**src/rtl/serial_encode.sv**
```systemverilog
// Serial frame transmitter: 12 host-written bytes shifted out MSB-first on a divided link clock.
// Optional REGISTER_READBACK_EN macro enables the parallel_out register read mux.
module serial_encode #(
  parameter int unsigned CLK_DIV = 4
) (
  input  logic       clock,
  input  logic       reset_n,
  input  logic [3:0] address,
  input  logic [7:0] data_in,
  input  logic       write_en,
  output logic       serial_clock,
  output logic       serial_data,
  output logic       busy,
  output logic       done,
  output logic [7:0] parallel_out
);

  typedef enum logic [1:0] {StIdle, StShift, StDone} state_e;

  localparam logic [7:0] DivLast = 8'(CLK_DIV - 1);
  localparam logic [6:0] BitLast = 7'd95;

  state_e     state_q, state_d;
  logic [7:0] frame_q [12];
  logic [7:0] div_q, div_d;
  logic [6:0] bit_q, bit_d;
  logic       sclk_q, sclk_d;
  logic       start;
  logic       reg_wr;
  logic [2:0] bit_sel;

  // Host port is locked out only while shifting; the done cycle still accepts writes.
  assign start  = write_en && (address == 4'hF) && data_in[0] && (state_q != StShift);
  assign reg_wr = write_en && (address < 4'd12) && (state_q != StShift);

  always_comb begin
    state_d = state_q;
    div_d   = div_q;
    bit_d   = bit_q;
    sclk_d  = sclk_q;
    case (state_q)
      StIdle, StDone: begin
        state_d = StIdle;
        if (start) begin
          state_d = StShift;
          div_d   = 8'd0;
          bit_d   = 7'd0;
          sclk_d  = 1'b0;
        end
      end
      StShift: begin
        if (div_q == DivLast) begin
          div_d  = 8'd0;
          sclk_d = ~sclk_q;
          // Falling edge: advance to the next bit or finish the frame.
          if (sclk_q) begin
            if (bit_q == BitLast) begin
              state_d = StDone;
            end else begin
              bit_d = bit_q + 7'd1;
            end
          end
        end else begin
          div_d = div_q + 8'd1;
        end
      end
      default: state_d = StIdle;
    endcase
  end

  always_ff @(posedge clock or negedge reset_n) begin
    if (!reset_n) begin
      state_q <= StIdle;
      div_q   <= 8'd0;
      bit_q   <= 7'd0;
      sclk_q  <= 1'b0;
    end else begin
      state_q <= state_d;
      div_q   <= div_d;
      bit_q   <= bit_d;
      sclk_q  <= sclk_d;
    end
  end

  always_ff @(posedge clock or negedge reset_n) begin
    if (!reset_n) begin
      for (int i = 0; i < 12; i++) begin
        frame_q[i] <= 8'h00;
      end
    end else if (reg_wr) begin
      frame_q[address] <= data_in;
    end
  end

  assign bit_sel      = ~bit_q[2:0];
  assign busy         = (state_q == StShift);
  assign done         = (state_q == StDone);
  assign serial_clock = busy & sclk_q;
  assign serial_data  = busy & frame_q[bit_q[6:3]][bit_sel];

`ifdef REGISTER_READBACK_EN
  always_comb begin
    parallel_out = 8'h00;
    if (address < 4'd12) begin
      parallel_out = frame_q[address];
    end else if (address == 4'hF) begin
      parallel_out = {7'b0, busy};
    end
  end
`else
  assign parallel_out = 8'h00;
`endif

endmodule

```
**config.mk**
```make
export PLATFORM = sky130hd
export DESIGN_NAME = serial_encode
export DESIGN_NICKNAME = d
export VERILOG_FILES = /design/src/rtl/serial_encode.sv
export SDC_FILE = /design/constraint.sdc
export NUM_CORES = 1
export LEC_CHECK = 0
export CAP_MARGIN = 10
export CORE_ASPECT_RATIO = 1.75
export CORE_MARGIN = 3
export CORE_UTILIZATION = 50
export DETAILED_ROUTE_END_ITERATION = 7
export GPL_TIMING_DRIVEN = 0
export HOLD_SLACK_MARGIN = 0.08
export PLACE_DENSITY = 0.74
export SYNTH_ARGS = -nofsm -noshare
export SYNTH_HDL_FRONTEND = slang
export SYNTH_SLANG_ARGS = --single-unit
export TNS_END_PERCENT = 30
```
**constraint.sdc**
```tcl
create_clock -name clock -period 2.65 [get_ports clock]
set_input_delay 0.53 -clock clock [delete_from_list [all_inputs] [get_ports clock]]
set_output_delay 0.53 -clock clock [all_outputs]
set_load 0.01 [all_outputs]
```
==> flow_metrics.py <==
metrics = {
    "yosys": {
        "synthArstFlopShare_pct": 100,
        "netlist_top_cells_area": "dfrtp_1, mux2_2, mux4_2",
        "syn_avg_cell_area_sq_um": 13.7,
        "syn_area_sq_mm": 0.00560,
        "yosys_warnings": 0,
        "syn_inst": 410,
        "netlist.area_leader.share_pct": 51.0,
        "synth_ff_type": "dfrtp_1",
        "ys_types": 49,
        "ys_seq_area_share_pct": 51.0,
        "ys_ff_latch": 114,
        "synth_edf_count": 0,
        "yosysMostFrequentCell": "dfrtp_1",
        "synth_top_area_cell": "dfrtp_1",
        "synth_common_cells": "dfrtp_1, mux2_2, mux2_1",
    },
    "setup_path": {
        "r2r_slack_ns": 0.39,
        "start_kind": "flop",
        "path_class": "reg -> out",
        "required_ns": 2.12,
        "path_max_fanout": 7,
        "cp.arrival_ns": 2.40,
        "endpoint_kind": "primary output",
    },
    "drt": {
        "routed_wl_um": 12500,
        "drtIter0Drc": 239,
        "wl_per_cell_um": 20.9,
        "postRouteAntennaNets": 0,
        "vias": 3601,
        "via_per_inst": 6.02,
        "first_pass_iters": 4,
        "drc_errors": 0,
    },
    "timing": {
        "period_minus_slack_ns": 2.93,
        "setup_viol": 1,
        "final-hold-violation-count": 0,
        "finClkSkew_ns": 0.00556,
        "final.setup.tns_ns": -0.277,
        "worst_pin_slew_ns": 0.960,
        "drv_slew": 0,
        "fin_ws_ns": -0.277,
        "rsz0062_at_grt": "true",
        "fmax_mhz": 342,
        "relSlewSlack_pct": 35.8,
        "fin_crit_sh_pct": 110,
        "holdWs_ns": 0.0904,
    },
    "global_route": {
        "grt.total_usage_pct": 22.0,
        "gr-total-overflow": 0,
        "grt_pass1_vias": 4035,
        "grt_first_pass_wirelength_um": 20700,
        "antenna_found_initial": 0,
        "grt_max_degree": 77,
    },
    "power": {
        "combPwrFrac_pct": 11.2,
        "p_leak_nw": 3.10,
        "swShare_pct": 24.4,
        "clkPwrFrac_pct": 49.3,
        "p_int_mw": 3.60,
        "sequentialPowerShare_pct": 39.6,
        "p_per_area_mw_per_mm2": 709,
        "power_switching_mw": 1.16,
        "vdd_drop_max_v": 0.000585,
        "p_total_mw": 4.76,
    },
    "placed_design": {
        "hpwl_um": 8440,
        "placed_cell_area_sq_mm": 0.00597,
        "routabilityCongestion": 0.872,
        "io_buffers": 16,
    },
    "clock_tree": {
        "cts_tree": "done",
        "cts_sinks": 114,
        "ctsLongestPathBuffers": 2,
        "h-tree-depth": 4,
        "cts_buffers": 17,
        "worst_skew_pair.late_latency_ns": 0.41,
        "clock-root-buffer": "clkbuf_16",
        "clk_pin_slew_ns": 0.05,
    },
    "die": {
        "initial_core_util_pct": 51.7,
        "die_w_um": 86.0,
        "die_y_um": 146,
        "dieArea_sq_mm": 0.0125,
        "ios": 27,
        "row_count": 50,
        "core_area_sq_mm": 0.0108,
    },
    "cells_and_area": {
        "layout-drive-gt1-share_pct": 38.2,
        "fin_nets": 473,
        "n_antenna_cell": 0,
        "final_area_sq_mm": 0.00672,
        "syn_to_final_growth_pct": 20.0,
    },
    "run_status": {
        "violations": "negative setup slack",
        "status": "complete, but fails checks",
    },
    "worst_hold_path": {
        "hold_path.class": "in -> async",
    },
    "flow_run": {
        "maxCapViolations": 0,
    },
}
==> cells in the final DEF (no fill, tap or decap), drive strengths merged, types with 3 or more instances in the layout <==
cell type,Yosys,layout
a2111oi,4,4
a211oi,3,3
a21oi,6,6
a31oi,4,4
and3,5,5
buf,20,26
bufinv,0,3
clkbuf,13,35
clkdlybuf4s50,0,14
clkinv,0,4
conb,1,8
dfrtp,114,114
inv,5,5
mux2,100,100
mux2i,5,5
mux4,22,22
nand2,18,18
nand2b,4,4
nand3,7,7
nand3b,4,4
nand4,6,6
nor2,19,19
nor2b,4,4
nor4,3,3
o21ai,14,14
o22ai,3,3
xnor2,6,6
==> critical path, stage by stage (launching register included) <==
cell and delay, ns:
dfrtp_1 0.35, buf_2 0.18, nor2b_1 0.12, clkbuf_1 0.41
a21oi_1 0.17, o31ai_2 0.09, nand3_1 0.14, a221oi_2 0.34
buf_2 0.19
==> layer usage <==
layer / track usage [%] / vias up / routed length (um)
met2: 39.2 / 102 / 7030
met3: 5.38 / 34 / 568
met5: 0 / - / 0
met1: 23.9 / 1861 / 4520
met4: 10.6 / 0 / 384
li1: - / 1604 / -
==> logic make-up (layout without fill, tap and decap cells) <==
logic type / Yosys count / in the layout / share of synthesized area [%]
flip-flops: 114 / 114 / 51.0
multiplexers: 127 / 127 / 29.9
XOR/XNOR: 7 / 7 / 1.10
AO/OA/AOI/OAI: 43 / 43 / 5.52
buffers and inverters: 38 / 89 / 3.73
AND/OR/NAND/NOR: 78 / 78 / 8.29
adder cells (fa/ha/maj): 2 / 2 / 0.447
other: 1 / 8 / 0.0670
==> worst paths after layout <==
kind / endpoint / depth (start not counted) / start
max in group asynchronous: bit_q[4] / 2 / reset_n
min in group clock: frame_q[61] / 1 / frame_q[61]
min reg2reg: frame_q[61] / 1 / frame_q[61]
max: serial_data / 8 / bit_q[5]
min: frame_q[84] / 1 / reset_n
max reg2reg: frame_q[66] / 4 / state_q[0]
==> power groups by stage <==
| stage | combinational [mW] | sequential [mW] | clock (mW) |
|---|---|---|---|
| 3_5_place_dp | 0.485 | 1.91 | 0 |
| 4_1_cts | 0.523 | 1.88 | 2.37 |
| 5_1_grt | 0.588 | 1.89 | 2.46 |
| 2_1_floorplan | 0.308 | 1.89 | 0 |
| 6_report | 0.533 | 1.88 | 2.35 |
| 3_3_place_gp | 0.463 | 1.90 | 0 |
==> cell type report <==
class	count	area [sq um]
plain buffers	33	236
clock buffers	22	484
clock inverters	9	129
fillers	809	4110
inverters	5	18.8
multi-input cells	265	2600
flip-flops and latches	114	2850
well taps	130	163
repair buffers	20	234
==> through the flow <==
step | instances | util (%) | setup WS, ns
floorplan | 417 | - | 0.435
global placement | 563 | 54.9 | -3.07
detailed placement | 564 | 55.2 | -0.424
CTS | 598 | 62.0 | -0.254
global route | 598 | 62.1 | -0.339
finish | 598 | 62.1 | -0.277
==> registers in the layout, summed over array words and instances, names as in the netlist <==
signal   cells
state_q      2
sclk_q       1
bit_q        7
frame_q     96
div_q        8
==> repair_timing <==
item                                    CTS  global route
gates resized for setup                  27             4
endpoints found under the setup margin    1             2
gates cloned                              1             0
pin swaps                                 3             0
buffers inserted                          2             0
hold buffers                              0             0
No activity file was read; power rests on OpenSTA's default activity.
